[src/rtl/vga_pkg.sv]
// Shared VGA timing constants, pixel colour type and the sprite palette.
package vga_pkg;

  localparam int H_ACT_START = 144;
  localparam int V_ACT_START = 35;
  localparam int H_ACTIVE    = 640;
  localparam int V_ACTIVE    = 480;

  typedef struct packed {
    logic [3:0] r;
    logic [3:0] g;
    logic [3:0] b;
  } rgb_t;

  typedef enum logic {
    INC = 1'b0,
    DEC = 1'b1
  } axis_state_t;

  localparam rgb_t PALETTE [8] = '{
    12'hFFF, 12'hF00, 12'h0F0, 12'hFF0,
    12'h0FF, 12'hF0F, 12'hF80, 12'h8F8
  };

  localparam rgb_t BG_COLOR = 12'h004;

endpackage

[src/rtl/bounce_renderer_if.sv]
// Video timing in / registered video out bundle between sync generator and renderer.
interface bounce_renderer_if;
  logic       HSync;
  logic       VSync;
  logic       HDisplay;
  logic       VDisplay;
  logic [9:0] col;
  logic [9:0] row;
  logic       HSync_out;
  logic       VSync_out;
  logic [3:0] red;
  logic [3:0] green;
  logic [3:0] blue;

  modport master (
    output HSync, VSync, HDisplay, VDisplay, col, row,
    input  HSync_out, VSync_out, red, green, blue
  );

  modport slave (
    input  HSync, VSync, HDisplay, VDisplay, col, row,
    output HSync_out, VSync_out, red, green, blue
  );
endinterface

[src/rtl/bounce_axis.sv]
// One sprite axis: ping-pongs pos between 0 and LIM in STEP increments per frame tick.
module bounce_axis
  import vga_pkg::*;
#(
  parameter int LIM  = 608,
  parameter int STEP = 2,
  parameter int INIT = 0
) (
  input  logic       clk,
  input  logic       reset,
  input  logic       tick,
  input  logic       run,
  output logic [9:0] pos,
  output logic       bounce
);

  axis_state_t state, state_nxt;
  logic [9:0]  pos_nxt;
  logic [10:0] sum;

  always_ff @(posedge clk or negedge reset) begin
    if (!reset) begin
      state <= INC;
      pos   <= 10'(INIT);
    end else begin
      state <= state_nxt;
      pos   <= pos_nxt;
    end
  end

  // Extra bit on the sum keeps the wall test from wrapping near the limit.
  always_comb begin
    state_nxt = state;
    pos_nxt   = pos;
    bounce    = 1'b0;
    sum       = {1'b0, pos} + 11'(STEP);
    if (tick && run) begin
      unique case (state)
        INC: begin
          if (sum >= 11'(LIM)) begin
            pos_nxt   = 10'(LIM);
            state_nxt = DEC;
            bounce    = 1'b1;
          end else begin
            pos_nxt = sum[9:0];
          end
        end
        DEC: begin
          if (pos <= 10'(STEP)) begin
            pos_nxt   = '0;
            state_nxt = INC;
            bounce    = 1'b1;
          end else begin
            pos_nxt = pos - 10'(STEP);
          end
        end
      endcase
    end
  end

endmodule

[src/rtl/bounce_renderer.sv]
// Draws a bouncing square sprite over a background, one registered stage behind the sync inputs.
module bounce_renderer
  import vga_pkg::*;
#(
  parameter int BOX_SIZE = 32,
  parameter int STEP     = 2,
  parameter int INIT_X   = 0,
  parameter int INIT_Y   = 0
) (
  input  logic               clk,
  input  logic               reset,
  input  logic               run,
  bounce_renderer_if.slave   vid
);

  logic [9:0]  box_x, box_y;
  logic        bounce_x, bounce_y;
  logic [2:0]  color_idx;
  logic        tick;
  logic [9:0]  px, py;
  logic [10:0] x_end, y_end;
  logic        in_box;
  rgb_t        pix_nxt;

  logic        hsync_p1;
  logic        vsync_p1;
  rgb_t        rgb_p1;

  // vsync_p1 doubles as the edge-detect history and the delayed sync output.
  assign tick = vsync_p1 & ~vid.VSync;

  bounce_axis #(.LIM(H_ACTIVE - BOX_SIZE), .STEP(STEP), .INIT(INIT_X)) u_x (
    .clk    (clk),
    .reset  (reset),
    .tick   (tick),
    .run    (run),
    .pos    (box_x),
    .bounce (bounce_x)
  );

  bounce_axis #(.LIM(V_ACTIVE - BOX_SIZE), .STEP(STEP), .INIT(INIT_Y)) u_y (
    .clk    (clk),
    .reset  (reset),
    .tick   (tick),
    .run    (run),
    .pos    (box_y),
    .bounce (bounce_y)
  );

  // A corner hit bounces both axes but still advances the colour once.
  always_ff @(posedge clk or negedge reset) begin
    if (!reset) begin
      color_idx <= '0;
    end else if (bounce_x || bounce_y) begin
      color_idx <= color_idx + 3'd1;
    end
  end

  assign px    = vid.col - 10'(H_ACT_START);
  assign py    = vid.row - 10'(V_ACT_START);
  assign x_end = {1'b0, box_x} + 11'(BOX_SIZE);
  assign y_end = {1'b0, box_y} + 11'(BOX_SIZE);

  always_comb begin
    in_box  = ({1'b0, px} >= {1'b0, box_x}) && ({1'b0, px} < x_end) &&
              ({1'b0, py} >= {1'b0, box_y}) && ({1'b0, py} < y_end);
    pix_nxt = '0;
    if (vid.HDisplay && vid.VDisplay) begin
      pix_nxt = in_box ? PALETTE[color_idx] : BG_COLOR;
    end
  end

  // p1: single output stage keeps sync and colour aligned
  always_ff @(posedge clk or negedge reset) begin
    if (!reset) begin
      hsync_p1 <= 1'b1;
      vsync_p1 <= 1'b1;
      rgb_p1   <= '0;
    end else begin
      hsync_p1 <= vid.HSync;
      vsync_p1 <= vid.VSync;
      rgb_p1   <= pix_nxt;
    end
  end

  assign vid.HSync_out = hsync_p1;
  assign vid.VSync_out = vsync_p1;
  assign vid.red       = rgb_p1.r;
  assign vid.green     = rgb_p1.g;
  assign vid.blue      = rgb_p1.b;

endmodule

[src/flat_wrapper.sv]
// flat-port wrapper written by rule: the top's interface ports become plain ports
module bounce_renderer_flat import vga_pkg::*;
#(
  parameter int BOX_SIZE = 32,
  parameter int STEP     = 2,
  parameter int INIT_X   = 0,
  parameter int INIT_Y   = 0
)
  (clk, reset, run, vid_HSync, vid_VSync, vid_HDisplay, vid_VDisplay, vid_col, vid_row, vid_HSync_out, vid_VSync_out, vid_red, vid_green, vid_blue);
  bounce_renderer_if vid_i ();
  input  logic clk;
  input  logic reset;
  input  logic run;
  input wire logic [$bits(vid_i.HSync)-1:0] vid_HSync;
  input wire logic [$bits(vid_i.VSync)-1:0] vid_VSync;
  input wire logic [$bits(vid_i.HDisplay)-1:0] vid_HDisplay;
  input wire logic [$bits(vid_i.VDisplay)-1:0] vid_VDisplay;
  input wire logic [$bits(vid_i.col)-1:0] vid_col;
  input wire logic [$bits(vid_i.row)-1:0] vid_row;
  output wire logic [$bits(vid_i.HSync_out)-1:0] vid_HSync_out;
  output wire logic [$bits(vid_i.VSync_out)-1:0] vid_VSync_out;
  output wire logic [$bits(vid_i.red)-1:0] vid_red;
  output wire logic [$bits(vid_i.green)-1:0] vid_green;
  output wire logic [$bits(vid_i.blue)-1:0] vid_blue;
  assign vid_i.HSync = vid_HSync;
  assign vid_i.VSync = vid_VSync;
  assign vid_i.HDisplay = vid_HDisplay;
  assign vid_i.VDisplay = vid_VDisplay;
  assign vid_i.col = vid_col;
  assign vid_i.row = vid_row;
  assign vid_HSync_out = vid_i.HSync_out;
  assign vid_VSync_out = vid_i.VSync_out;
  assign vid_red = vid_i.red;
  assign vid_green = vid_i.green;
  assign vid_blue = vid_i.blue;
  bounce_renderer #(.BOX_SIZE(BOX_SIZE), .STEP(STEP), .INIT_X(INIT_X), .INIT_Y(INIT_Y)) u_core (.clk(clk), .reset(reset), .run(run), .vid(vid_i));
endmodule
[config.mk]
export PLATFORM = sky130hd
export DESIGN_NAME = bounce_renderer_flat
export DESIGN_NICKNAME = d
export VERILOG_FILES = /design/src/rtl/vga_pkg.sv /design/src/rtl/bounce_renderer_if.sv /design/src/rtl/bounce_axis.sv /design/src/rtl/bounce_renderer.sv /design/src/flat_wrapper.sv
export SDC_FILE = /design/constraint.sdc
export NUM_CORES = 1
export LEC_CHECK = 0
export ABC_AREA = 0
export CORE_ASPECT_RATIO = 1.2
export CORE_MARGIN = 2
export CORE_UTILIZATION = 43
export DETAILED_ROUTE_END_ITERATION = 8
export GPL_ROUTABILITY_DRIVEN = 0
export PLACE_DENSITY = 0.64
export SETUP_SLACK_MARGIN = 0.02
export SLEW_MARGIN = 0
export SYNTH_ARGS = -nofsm -noshare
export SYNTH_HDL_FRONTEND = slang
export SYNTH_SLANG_ARGS = --single-unit
export TNS_END_PERCENT = 5
[constraint.sdc]
create_clock -name clk -period 2.6 [get_ports clk]
set_clock_uncertainty 0.2 [all_clocks]
set_input_delay 0.26 -clock clk [delete_from_list [all_inputs] [get_ports clk]]
set_output_delay 0.26 -clock clk [all_outputs]
set_load 0.03 [all_outputs]
# Word level (Yosys, flattened, before mapping)
# Memories as Yosys holds them, arrays and structs flattened.
# Cells that the tools add are included.
dict set report op_classes {
  order_cmp 9
  n_reduce_logical 6
  n_eq_ne 0
  bitwise 5
  div_mod_pow 0
  n_addsub 9
  n_shift 0
  n_mul 0
  muxes 22
}
# operator count
set ops {}
lappend ops {{12-bit two-way mux} 4}
lappend ops {{10-bit two-way mux} 4}
lappend ops {{10-bit one-hot mux with 2 select lines} 2}
lappend ops {{10-bit by 2-bit adder with 11-bit output, second input constant} 2}
lappend ops {{10-bit by 6-bit adder with 11-bit output, second input constant} 2}
lappend ops {{10-bit by 11-bit less-than comparator with 1-bit output} 2}
lappend ops {{10-bit >= comparator} 2}
lappend ops {{10-bit by 2-bit less-or-equal comparator with 1-bit output, second input constant} 2}
lappend ops {{10-bit by 2-bit subtractor with 10-bit output, second input constant} 2}
lappend ops {{11-bit by 10-bit >= comparator with 1-bit output, second input constant} 1}
lappend ops {{11-bit by 9-bit >= comparator with 1-bit output, second input constant} 1}
lappend ops {{10-bit by 6-bit subtractor with 10-bit output, second input constant} 1}
lappend ops {{10-bit by 8-bit subtractor with 10-bit output, second input constant} 1}
lappend ops {{1-bit two-way mux} 8}
lappend ops {{1-bit one-hot mux with 2 select lines} 4}
lappend ops {{1-bit logical AND} 5}
lappend ops {{4-bit >= comparator, second input constant} 1}
lappend ops {{3-bit inverter with 4-bit output} 1}
lappend ops {{3-bit by 1-bit adder with 3-bit output, second input constant} 1}
lappend ops {{1-bit inverter} 3}
lappend ops {{1-bit AND} 1}
lappend ops {{1-bit logical OR} 1}
dict set report word_totals {
  output_inout_bits 14
  romBits 96
  n_memories 1
  latch_bits 0
  reg_bits 39
  mem_bits_rw 0
  input_bits 27
  word_cells 62
}
# name depth width read_ports rd_clocked_by_memory_dff wr line
set mem_list {}
lappend mem_list {{(no name shown)} 8 12 1 0 0 bounce_renderer.sv:69} ;# pix_nxt = in_box ? PALETTE[color_idx] : BG_COLOR;

# Depth between registers and ports, before layout
# Gate-level depths: netlist of the first run.
dict set report logic_depth {
  depth_word 7
  depth_mapped 12
}

# Modules after synthesis
# From an unflattened synthesis of the first run, not the netlist that was laid out.
dict set report unflattened {
  cells_unflattened 442
  hier_area_um2 3599.7
}
# module instances cells_per_inst area_each_um2 seq_area_each_um2
set modules_own_cells {}
lappend modules_own_cells {bounce_renderer 1 198 1665.3 302.8}
lappend modules_own_cells {{bounce_axis (u_core.u_x)} 1 124 1003.5 250.2}
lappend modules_own_cells {{bounce_axis (u_core.u_y)} 1 120 930.9 250.2}

# Least setup slack after synthesis of the first run
# No wires, ideal clock.
dict set report synth_path {
  path_type {input -> register}
  start {in vid_row[0]}
  end {reg u_core.rgb_p1, in the netlist u_core.vid.red[3]}
  path_stages 11
  arrival_ns 2.654
  path_slack_ns -0.349
  path_buffers 0
  path_cell_list {a2111oi_0 > nor2b_1 > nor4_1 > xor2_1 > ha_1 > o211ai_1 > o21ai_1 > o21a_1 > a211oi_1 > nand3_1 > a211oi_1}
}
# item line
set synth_rtl {}
lappend synth_rtl {{from (decl)} flat_wrapper.sv:19} ;# input wire logic [$bits(vid_i.row)-1:0] vid_row;
lappend synth_rtl {{to (signal assigned)} bounce_renderer.sv:82} ;# rgb_p1 <= pix_nxt;
lappend synth_rtl {{to (decl)} bounce_renderer.sv:27} ;# rgb_t rgb_p1;

# Final worst setup path of the first run
dict set report layout_path {
  start {in vid_row[0]}
  end {reg u_core.rgb_p1, in the netlist u_core.vid.green[2]}
}
dict set report layout_between {
  elab_chain_len 6
}
# item line
set layout_rtl {}
lappend layout_rtl {{10-bit by 6-bit subtractor with 10-bit output *} bounce_renderer.sv:60} ;# assign py = vid.row - 10'(V_ACT_START);
lappend layout_rtl {{10-bit >= comparator} bounce_renderer.sv:66} ;# ({1'b0, py} >= {1'b0, box_y}) && ({1'b0, py} < y_end);
lappend layout_rtl {{1-bit logical AND} bounce_renderer.sv:65} ;# in_box = ({1'b0, px} >= {1'b0, box_x}) && ({1'b0, px} < x_end) &&
lappend layout_rtl {{1-bit logical AND *} bounce_renderer.sv:66}
lappend layout_rtl {{12-bit two-way mux *} bounce_renderer.sv:69}
lappend layout_rtl {{12-bit two-way mux *} bounce_renderer.sv:68} ;# if (vid.HDisplay && vid.VDisplay) begin
# Mark *: on every way between the ends. The rest lies on a longest branch, timed or not.
# A chain may end at the register's enable or synchronous reset.

==> results of run 1 <==
logic make-up after synthesis:
family,synth area share [%]
AOI/OAI and AO/OA,27.57
and+or+nand+nor,17.66
buffers and inverters,7.644
adders and majority gates,17.07
DFF,23.82
xor gates and xnor gates,5.195
muxes,1.039
per-layer routing:
layer / part of all wire [%] / global-route usage [%] / vias to the layer above
met5: 0 / 0 / -
met4: 1.7 / 7.326 / 0
met3: 2.8 / 1.638 / 12
met2: 54 / 41.01 / 82
met1: 41 / 25.09 / 1553
li1: - / - / 1646
where the power goes:
| group | leakage [µW] | total, µW | internal (µW) | switching, µW |
|---|---|---|---|---|
| Combinational | 0.00166 | 1600 | 767 | 833 |
| Clock | 0.0000645 | 534 | 338 | 196 |
| Sequential | 0.000394 | 719 | 584 | 135 |
critical path, stage by stage:
cell	delay (ps)
buf_8	110
a2111oi_4	430
nor2b_4	90
buf_6	130
nor2_4	110
xor2_2	90
ha_1	300
o21a_1	110
o211ai_1	100
nor2_1	130
a21oi_1	90
a211oi_2	300
nand3_2	170
o21ba_1	250
area by class of cell:
cell class	count	area (µm²)	area share, %
inverter	34	127.6	2.739
timing repair buffer	113	960.9	20.62
multi-input combinational	308	2524	54.16
clock buffer	7	96.34	2.068
tap	92	115.1	2.470
sequential	32	805.8	17.29
clock inverter	1	30.03	0.6445
metrics by stage:
| stage | setup TNS [ps] | std cells | total power (µW) | cell area [µm²] |
|---|---|---|---|---|
| after detailed placement | -5970 | 573 | 2213 | 4299 |
| after CTS | -658.3 | 583 | 2774 | 4499 |
| after global placement | -5614 | 573 | 2176 | 4299 |
| after global routing | -1055 | 587 | 3086 | 4659 |
| after floorplan | -108.5 | 397 | 1623 | 3413 |
| final | -165.8 | 587 | 2853 | 4659 |
repair_timing:
action	in CTS	in global routing
setup endpoints to repair	8	24
pin swaps	12	20
resized for setup	37	35
setup buffers	2	5
hold endpoints to repair	0	0
cloned	0	0
flip-flops by register name (all words and copies together) (netlist names):
signal,cells
u_core.vid.blue,3
u_core.u_y.pos,9
u_core.u_x.pos,9
u_core.u_x.state,1
u_core.vid.VSync_out,1
u_core.u_y.state,1
u_core.color_idx,3
u_core.vid.red,2
u_core.vid.green,2
u_core.vid.HSync_out,1
layout by cell type, fill, tap and decap left out, types with 8 or more instances in the layout:
master	count
a21o_1	8
a21oi_1	22
buf_4	73
clkdlybuf4s50_1	30
dfrtp_1	28
ha_1	43
inv_1	28
nand2_1	17
nand3_1	16
nor2_1	19
nor3_1	17
o21a_1	8
o21ai_0	14
o21ai_1	16
xnor2_1	10
worst max path at each step:
stage	from	end	slack, ps	depth (start not counted)
after global placement	vid_row[0]	u_core.vid.green[2]	-870	12
final	vid_row[0]	u_core.vid.green[2]	-70	14
after global routing	vid_row[0]	u_core.vid.green[2]	-190	14
after detailed placement	vid_row[0]	u_core.vid.green[2]	-920	13
after floorplan	vid_row[0]	u_core.vid.green[2]	-50	11
after CTS	vid_row[1]	u_core.vid.green[2]	-170	12
==> flow_summary_export.csv, run 1 <==
group,metric,value,unit
run_status,status,"complete, but fails checks",
run_status,violations,"setup timing",
timing,hold_viol_final,0,
timing,layout_min_cycle_time,2675,ps
drt,routed_wl,9046,µm
placement,post-place-ws,-919.9,ps
min_path,hold_path_class,"input port to asynchronous set/reset pin",
synthesis,synth.top_cell.area_share,22.26,%
synthesis,syn_nets,470,
synthesis,syn_area,0.003372,mm²
timing,slew_headroom,68.92,%
finish,diodes,0,
global_route,grt.total_usage,21.48,%
drt,detail-route-antenna-nets,0,
die,core_area,0.007664,mm²
critical_path,crit_fanout,6,
drt,num_vias,3293,
critical_path,crit_required,2610,ps
synthesis,synth_cell_type_count,71,
clock_network,clock_path_buffers,2,
die,die_w,84.84,µm
timing,setup_viol,4,
power,peakVddDrop,539.5,µV
synthesis,synth_commonest_cells,"ha_1, dfrtp_1, inv_1",
timing,whs,170.5,ps
finish,syn_to_final_growth,38.18,%
finish,fin_nets,567,
synthesis,synth.area.top_cells,"dfrtp_1, ha_1, a21oi_1",
synthesis,synth_seq_cells,32,
placement,io_buffers,39,
die,dieArea,0.008569,mm²
synthesis,ys.flop_type,"dfrtp_1",
global_route,grt_max_degree,33,
finish,fillers,663,
timing,final_max_slew_viol_count,0,
synthesis,yosysSeqAreaShare,23.82,%
clock_network,cts_buffers,5,
timing,fin_ws,-74.88,ps
drt,first_pass_iters,7,
timing,min_period_over_period,102.9,%
die,io_pins,41,
die,row_count,35,
global_route,grt_pass1_vias,3241,
critical_path,r2r_start,"u_core.u_y.pos[6]",
clock_network,cts_root_buf,"clkbuf_8",
drt,drc,0,
power,pwr_density_cell,612.3,mW/mm²
synthesis,synthCells,397,
synthesis,post-synth-top-count-cell,"ha_1",
synthesis,syn_avg_cell_area,8.494,µm²
die,start_util,44.00,%
critical_path,critPathCaptureType,"flip-flop",
critical_path,arrival,2690,ps
synthesis,async_flop_share,100.0,%
global_route,grt_pass1_wl,14900,µm
synthesis,yosys_warnings,0,
clock_network,ctsHoldBuffers,0,
global_route,grt-ovfl-total,0,
clock_network,clock-sinks,32,
critical_path,critPathKind,"input port to flip-flop",
clock_network,htreeDepth,2,
clock_network,clk_latency,280,ps
finish,drive_above_1_share,29.29,%
timing,rsz0062_at_grt,"yes",
critical_path,rrSetupSlack,30,ps
finish,final_util,60.80,%
critical_path,reg2reg_to,"u_core.vid.green[2]",
drt,drt_iter0_drc,192,
clock_network,cts_tree,"yes",
critical_path,startpoint_type,"input port",
die,die-height,101.0,µm
placement,place_hpwl,6862,µm
timing,max_freq,0.3738,GHz
flow_run,max-cap-violations,0,
critical_path,reg2reg_depth,10,
synthesis,synth_top_cell_by_area,"dfrtp_1",
timing,tightest_slew,462.0,ps
global_route,grt_antenna_before_repair,0,
synthesis,synth_edf_count,0,
power,power_leakage,0.002116,µW
clock_network,cts.clk_slew.worst_paths,80,ps
drt,viasPerCell,5.610,
drt,wl_per_cell,15.41,µm
(Power assumes the default switching activity.)
==> run 2: changes to the inputs <==
--- a/config.mk
+++ b/config.mk
@@ -7,7 +7,6 @@
 export LEC_CHECK = 0
 export ABC_AREA = 0
 export CORE_ASPECT_RATIO = 1.2
-export CORE_MARGIN = 2
 export CORE_UTILIZATION = 43
 export DETAILED_ROUTE_END_ITERATION = 8
 export GPL_ROUTABILITY_DRIVEN = 0
==> run 2 against run 1 <==
Compared with the run above:
- the flow still finishes with violations (setup timing)
- final cell count up 0.34%
- hold slack better by 15 ps
- die area down 4.3%
- sequential power about the same
- combinational power about the same
- critical path type unchanged
- highest routed layer unchanged
==> flow_summary_export.csv, run 2 (same netlist as run 1, synthesis figures left out) <==
group,metric,value,unit
finish,reg.largest.list,"u_core.u_x.pos (9), u_core.u_y.pos (9)",
finish,final_util,60.51,%
finish,final_common_cell,"buf_4",
critical_path,cp.depth,11,
timing,slew_headroom,64.46,%
global_route,grt_antenna_before_repair,0,
clock_network,clk_latency,270,ps
finish,diodes,0,
timing,final_max_slew_viol_count,0,
finish,seq_area,807.0,µm²
timing,rsz0062_at_grt,"yes",
global_route,grt_pass1_vias,3390,
critical_path,critPathCaptureType,"flip-flop",
critical_path,crit_fanout,6,
finish,instances_no_fill,589,
timing,whs,185.9,ps
finish,multi_input_area,0.002512,mm²
power,power_leakage,0.002084,µW
critical_path,crit_family,"compound AO/OA/AOI/OAI gates",
critical_path,crit_required,2620,ps
global_route,grt-ovfl-total,0,
critical_path,startpoint_type,"input port",
placement,placed_cells,579,
clock_network,ctsHoldBuffers,0,
placement,io_buffers,39,
critical_path,critPathKind,"input port to flip-flop",
finish,drive_above_1_share,29.18,%
critical_path,crit_end,"u_core.vid.green[2]",
drt,routed_wl,8956,µm
global_route,grt.total_usage,22.68,%
timing,setup_viol,5,
run_status,violations,"setup timing",
global_route,grt_max_degree,33,
critical_path,path_cells,"clkdlybuf4s50_1 > or3_4 > buf_4 > xor2_1 > ha_1 > a21o_1 > a21oi_2 > nor2_2 > a211oi_4 > nand3_4 > o21ba_4",
drt,detail-route-antenna-nets,0,
drt,num_vias,3315,
critical_path,rrSetupSlack,-10,ps
placement,place_hpwl,7003,µm
clock_network,cts_buffers,5,
critical_path,reg2reg_depth,10,
drt,drt_iter0_drc,169,
critical_path,path_buf_inv,2,
finish,syn_to_final_growth,36.73,%
critical_path,critPathMaxStageDelay,430,ps
die,dieArea,0.008202,mm²
clock_network,clock-sinks,32,
placement,place_area,0.004344,mm²
die,core_area,0.007620,mm²
die,row_count,35,
timing,fin_ws,-106.8,ps
drt,first_pass_iters,5,
run_status,status,"complete, but fails checks",
die,start_util,44.25,%
die,die-height,99.01,µm
clock_network,cts.clk_slew.worst_paths,70,ps
finish,fillers,702,
die,die_w,82.84,µm
timing,hold_viol_final,0,
finish,final_cell_mix,"buf_4, ha_1, clkdlybuf4s50_1, inv_1, dfrtp_1",
power,peakVddDrop,335.8,µV
min_path,hold_path_class,"input port to asynchronous set/reset pin",
clock_network,clock_path_buffers,2,
critical_path,cp_slowest_cell,"clkdlybuf4s50_1",
finish,fin_nets,569,
timing,max_freq,0.3694,GHz
power,pwr_density_cell,588.3,mW/mm²
clock_network,cts_root_buf,"clkbuf_8",
clock_network,cts_tree,"yes",
drt,drc,0,
timing,layout_min_cycle_time,2707,ps
timing,tightest_slew,528.2,ps
timing,fin_setup_tns,-344.0,ps
critical_path,r2r_start,"u_core.u_y.pos[6]",
critical_path,arrival,2720,ps
drt,viasPerCell,5.628,
clock_network,htreeDepth,2,
timing,min_period_over_period,104.1,%
critical_path,reg2reg_to,"u_core.vid.green[2]",
flow_run,max-cap-violations,0,
global_route,grt_pass1_wl,15280,µm
drt,wl_per_cell,15.21,µm
finish,finalInstanceArea,0.004611,mm²
critical_path,startpoint,"vid_col[5]",
die,io_pins,41,
[run 2: metrics by stage]
stage / setup slack [ps] / power (µW)
floorplan: -47.86 / 1623
global placement: -868.6 / 2215
detailed placement: -950.5 / 2263
CTS: -126.2 / 2684
global route: -216.6 / 2957
finish: -106.8 / 2712
[run 2: cell type report]
type	instances	share of cell area [%]
Inverter	34	2.768
Timing Repair Buffer	115	20.98
Tap cell	92	2.497
Sequential cell	32	17.50
Clock inverter	1	0.1085
Clock buffer	7	1.655
Multi-Input combinational cell	308	54.49
[run 2: worst register-to-register path, stage by stage (launching register included)]
cell and delay, ps:
dfrtp_2 420, ha_2 230, nand3_1 110, xnor2_1 140, ha_1 310, o211ai_1 200
o21ai_1 80, o21a_1 130, a211oi_4 350, nand3_4 150, o21ba_4 240
[run 2: where the power goes]
group / leakage, µW / switching, µW / internal [µW]
registers: 0.000391 / 130 / 586
clock network: 0.0000422 / 180 / 188
logic: 0.00165 / 841 / 788
total: 0.00208 / 1150 / 1560
[run 2: worst min-delay path by stage]
stage	slack, ps	from	endpoint	depth (start not counted)
2_1_floorplan	-240	reset	u_core.color_idx[0]	0
3_3_place_gp	380	u_core.color_idx[0]	u_core.color_idx[0]	1
3_5_place_dp	380	u_core.color_idx[0]	u_core.color_idx[0]	1
4_1_cts	190	vid_HSync	u_core.vid.HSync_out	1
5_1_grt	190	vid_HSync	u_core.vid.HSync_out	1
6_report	190	reset	u_core.u_y.pos[8]	2
[run 2: metal layers]
| metal | GRT usage (%) | vias to the layer above | share of wire (%) |
|---|---|---|---|
| li1 | - | 1648 | - |
| met1 | 25.38 | 1575 | 41 |
| met2 | 44.70 | 80 | 54 |
| met3 | 1.926 | 12 | 2.6 |
| met4 | 7.294 | 0 | 1.6 |
| met5 | 0 | - | 0 |
[run 2: timing repair]
item | in CTS | in global routing
buffers inserted | 1 | 1
endpoints found under the setup margin | 9 | 16
gates resized for setup | 50 | 20
pin swaps | 22 | 10
==> run 3: changes to the inputs <==
--- a/config.mk
+++ b/config.mk
@@ -5,12 +5,11 @@
 export SDC_FILE = /design/constraint.sdc
 export NUM_CORES = 1
 export LEC_CHECK = 0
-export ABC_AREA = 0
-export CORE_ASPECT_RATIO = 1.2
+export ABC_AREA = 1
 export CORE_UTILIZATION = 43
 export DETAILED_ROUTE_END_ITERATION = 8
 export GPL_ROUTABILITY_DRIVEN = 0
-export PLACE_DENSITY = 0.64
+export PLACE_DENSITY = 0.66
 export SETUP_SLACK_MARGIN = 0.02
 export SLEW_MARGIN = 0
 export SYNTH_ARGS = -nofsm -noshare
==> run 3 against run 2 <==
Compared with the run above:
- the flow now finishes without violations
- setup slack better by 260 ps
- final cell count is 13% higher
- non-clock buffer count is 33 lower
- register-to-register slack improved by 160 ps
- hold slack got worse by 16 ps
- sequential power up 25%
- die area is 5.8% higher
- combinational power grew 66%
- power grew 50%
- critical path type is now flip-flop to flip-flop
- largest cell class unchanged
==> flow_summary_export.csv, run 3 <==
group,metric,value,unit
die,die_w,93.15,µm
run_status,status,"complete, no violations",
die,die-height,93.15,µm
global_route,grt_max_degree,33,
global_route,grt_pass1_vias,3215,
critical_path,critPathCaptureType,"flip-flop",
placement,place_hpwl,6741,µm
die,dieArea,0.008676,mm²
global_route,grt_pass1_wl,14180,µm
synthesis,post-synth-top-count-cell,"nand2_1",
synthesis,ys.flop_type,"dfrtp_1",
synthesis,yosysSeqAreaShare,22.49,%
synthesis,synth.top_cell.area_share,21.02,%
drt,detail-route-antenna-nets,0,
placement,placed_cells,649,
die,row_count,32,
clock_network,cts.clk_slew.worst_paths,80,ps
flow_run,max-cap-violations,0,
timing,hold_viol_final,0,
drt,routed_wl,8376,µm
drt,viasPerCell,5.035,
global_route,grt_antenna_before_repair,0,
synthesis,syn_area,0.003572,mm²
placement,place_area,0.004267,mm²
clock_network,cts_tree,"yes",
timing,max_freq,0.4086,GHz
drt,first_pass_iters,4,
die,core_area,0.007888,mm²
synthesis,synth_cell_type_count,39,
finish,final_common_cell,"nand2_1",
timing,min_period_over_period,94.12,%
clock_network,cts_buffers,5,
global_route,grt.total_usage,20.41,%
clock_network,clk_latency,290,ps
finish,diodes,0,
critical_path,critPathKind,"flip-flop to flip-flop",
power,pwr_density_cell,896.3,mW/mm²
finish,drive_above_1_share,26.51,%
synthesis,synth_seq_cells,32,
clock_network,htreeDepth,2,
synthesis,async_flop_share,100.0,%
synthesis,yosys_warnings,0,
power,peakVddDrop,268.6,µV
drt,num_vias,3343,
finish,finalInstanceArea,0.004549,mm²
finish,reg.largest.list,"u_core.u_x.pos (9), u_core.u_y.pos (9)",
synthesis,synth.area.top_cells,"dfrtp_1, ha_1, nand2_1",
synthesis,synth_top_cell_by_area,"dfrtp_1",
finish,syn_to_final_growth,27.36,%
critical_path,crit_fanout,6,
clock_network,clock_path_buffers,2,
finish,instances_no_fill,664,
clock_network,clock-sinks,32,
critical_path,startpoint_type,"flip-flop",
critical_path,crit_required,2620,ps
critical_path,reg2reg_to,"u_core.vid.green[2]",
critical_path,arrival,2470,ps
drt,drc,0,
timing,layout_min_cycle_time,2447,ps
drt,wl_per_cell,12.61,µm
synthesis,syn_nets,559,
timing,setup_viol,0,
synthesis,syn_avg_cell_area,7.350,µm²
power,power_leakage,0.002232,µW
min_path,hold_path_class,"input port to asynchronous set/reset pin",
timing,rsz0062_at_grt,"yes",
timing,tightest_slew,419.7,ps
synthesis,synthCells,486,
placement,io_buffers,39,
critical_path,rrSetupSlack,150,ps
synthesis,synth_commonest_cells,"nand2_1, ha_1, inv_1",
critical_path,reg2reg_depth,14,
critical_path,r2r_start,"u_core.u_x.pos[5]",
die,io_pins,41,
finish,final_util,57.68,%
synthesis,synth_edf_count,0,
drt,drt_iter0_drc,178,
die,start_util,45.29,%
clock_network,cts_root_buf,"clkbuf_8",
global_route,grt-ovfl-total,0,
timing,final_max_slew_viol_count,0,
timing,slew_headroom,72.02,%
finish,final_cell_mix,"nand2_1, ha_1, inv_1, buf_4, nor2_1",
finish,fin_nets,634,
## run 3: where the power goes
group          switching [µW]  internal (µW)  total [µW]
combinational            1580           1110        2700
clock                     202            284         485
sequential                242            655         897
total                    2030           2050        4080
## run 3: area by class of cell
| cell class | count | area [µm²] |
|---|---|---|
| Fill cell | 773 | 3338 |
| Inverter | 59 | 224.0 |
| Clock buffer | 5 | 68.82 |
| Sequential cell | 32 | 803.3 |
| Timing Repair Buffer | 82 | 705.7 |
| Multi-Input combinational cell | 381 | 2577 |
| Tap cell | 102 | 127.6 |
| Clock inverter | 3 | 42.54 |
## run 3: what timing repair did
item / 4_1_cts / 5_1_grt
hold buffers: 0 / 0
resized for setup: 16 / 35
pin swaps: 15 / 30
buffers inserted: 1 / 7
setup endpoints to repair: 7 / 7
## run 3: routing by layer
metal  share of wire, %  track usage (%)  routed length, µm  up-vias
met2                 46            34.07               3881       81
met1                 48            27.58               3995     1521
li1                   -                -                  -     1729
met5                  0                0                  0        -
met4                1.6            5.513                131        0
met3                4.4            2.764                367       12
## run 3: how the worst max path moves through the flow
stage | start | end | slack [ps] | depth (start not counted)
6_report | u_core.u_x.pos[5] | u_core.vid.green[2] | 150 | 14
4_1_cts | vid_row[4] | u_core.vid.green[2] | 30 | 17
3_5_place_dp | vid_row[0] | u_core.vid.green[2] | -490 | 17
5_1_grt | vid_col[5] | u_core.vid.green[2] | -50 | 16
2_1_floorplan | vid_row[0] | u_core.vid.blue[1] | 240 | 15
3_3_place_gp | vid_row[0] | u_core.vid.red[3] | -420 | 17
## run 3: logic make-up (layout without fill, tap and decap cells)
family | Yosys count | count (layout) | share of synthesized area, %
AO/OA/AOI/OAI | 72 | 72 | 11.24
flip-flops | 32 | 32 | 22.49
AND/OR/NAND/NOR | 231 | 231 | 33.49
adder cells (fa/ha/maj) | 46 | 46 | 16.11
XOR/XNOR | 32 | 32 | 7.846
buffers and inverters | 73 | 149 | 8.826
## run 3: metrics by stage
stage / hold WS, ps / total power, µW / setup slack [ps] / TNS (ps)
after floorplan: -235.6 / 2758 / 240.1 / 0
after global placement: 325.1 / 3330 / -423.1 / -2923
after detailed placement: 322.1 / 3398 / -492.5 / -3358
after CTS: 165.6 / 3940 / 31.84 / 0
after global routing: 163.9 / 4475 / -45.05 / -202.0
final: 170.0 / 4078 / 152.9 / 0
## run 3: critical path, cell delays in order, from the launching register on
cell     delay [ps]
dfrtp_1         380
buf_4           140
ha_4            170
nand2_1         100
nor2_4           50
xor2_1          140
ha_1            290
buf_4           140
nand3_2          90
a21oi_1          60
nor2_2          120
nand3_2         130
nor2_4          140
nand3_4         140
nor2_2          110
==> edit, RTL diff (config.mk and constraints of run 2) <==
Register the output `vid.green`; this adds one clock of latency there.
--- a/src/rtl/bounce_renderer.sv
+++ b/src/rtl/bounce_renderer.sv
@@ -86,7 +86,9 @@
   assign vid.HSync_out = hsync_p1;
   assign vid.VSync_out = vsync_p1;
   assign vid.red       = rgb_p1.r;
-  assign vid.green     = rgb_p1.g;
+  always_ff @(posedge clk) begin
+    vid.green <= rgb_p1.g;
+  end
   assign vid.blue      = rgb_p1.b;
 
 endmodule
Formal check against the unedited RTL: not equivalent (a bounded check fails within 4 cycles, from zero or initial values and one cycle with reset low).
==> edit against run 2 <==
- global-route usage fell by 0.61 points
- core utilization fell by 1.3 points
- first-iteration DRC count fell by 20%
- critical path depth fell by 2
- routed wire length rose by 0.66%
- worst setup slack improved by 0.14 ns
- power rose by 14%
- final area fell by 1.6%
- sequential cell count rose by 2
- synthesized area rose by 0.85%
- maximum frequency rose by 5.3%
- largest power group unchanged
- highest routed layer unchanged
==> edit: results (changes against run 2) <==
qor: grt.grt_first_pass_wirelength 14.77 mm [was 15.28 mm]
qor: power_and_ir_drop.fin_total_pwr 3.086 mW [was 2.712 mW]
qor: critical_path.cpMaxStageDelayCell dfrtp_2 [was clkdlybuf4s50_1]
qor: power_and_ir_drop.worst_ir_drop_vdd 0.0005141 V [was 0.0003358 V]
qor: synth.adder_cell_share_of_the_synthesized_area 16.92% [was 17.07%]
qor: clock_tree.post_cts_setup_bufs 4 [was 1]
qor: critical_path.r2r_setup_slack 0.03 ns [was -0.01 ns]
qor: placement.place_ws -0.7022 ns [was -0.9505 ns]
qor: synth.synthTopCellsByArea dfrtp_1 (22%), ha_1 (17%), a21oi_1 (4.6%) [was dfrtp_1 (22%), ha_1 (17%), a21oi_1 (3.9%)]
qor: synth.synth_compound_gate_area_share 25.61% [was 27.57%]
qor: placement.post_dp_cell_area 4160 um^2 [was 4344 um^2]
qor: status.result_of_the_run completed [was complete, but fails checks]
qor: placement.dp_hpwl 6.796 mm [was 7.003 mm]
qor: synth.synth_commonest_cells ha_1 (46), a21oi_1 (31), dfrtp_1 (30), inv_1 (30), nor2_1 (25) [was ha_1 (46), dfrtp_1 (30), inv_1 (29)]
qor: layout.drive_gt1_share 28.75% [was 29.18%]
qor: synth.synth_fp_nets 471 [was 470]
qor: power_and_ir_drop.power_in_the_clock_group 0.434 mW [was 0.368 mW]
qor: synth.async_reset_ff_share 94.12% [was 100.0%]
qor: clock_tree.clk_pin_slew_worst_paths 0.09 ns [was 0.07 ns]
qor: detailed_routing.vias_per_cell 5.684 [was 5.628]
qor: synth.synth_xor_xnor_area_share 5.666% [was 5.195%]
qor: detailed_routing.drt_iter0_drc 135 [was 169]
qor: critical_path.critPathMaxFanout 5 [was 6]
qor: timing.slew_limit_headroom 65.10% [was 64.46%]
qor: grt.globalRouteTotalUtil 22.06% [was 22.68%]
==> edit: cell types whose count changed after synthesis, sizes merged, moves of 3 or more <==
cell and delta:
o21ai -9, a211oi -4, a21oi +3, o21a -4
a22oi -5, a41oi -3, a2bb2oi +6, nor3 -4
nand4 +4, nor2 +4, o22ai +5, buf +5
a31oi -3, or3 +3
==> edit: final cells by class <==
class / instances / area, um^2
multi-input combinational: 306 / 2531
fill: 690 / 3128
inverter: 31 / 116.4
clock inverter: 1 / 5.005
sequential: 34 / 847.1
timing repair buffer: 101 / 834.6
tap: 92 / 115.1
clock buffer: 7 / 86.33
==> edit: logic make-up after synthesis <==
family          after synthesis
fa+ha+maj                    46
simple gates                113
compound gates              122
mux                           3
buf+inv                      58
flops                        34
xor+xnor                     22
==> edit: per-layer routing <==
metal | up-vias | GRT usage [%] | wire, um
met5 | - | 0 | 0
met4 | 0 | 10.48 | 246
met3 | 16 | 2.822 | 216
met2 | 70 | 42.56 | 4798
met1 | 1542 | 23.65 | 3754
li1 | 1623 | - | -
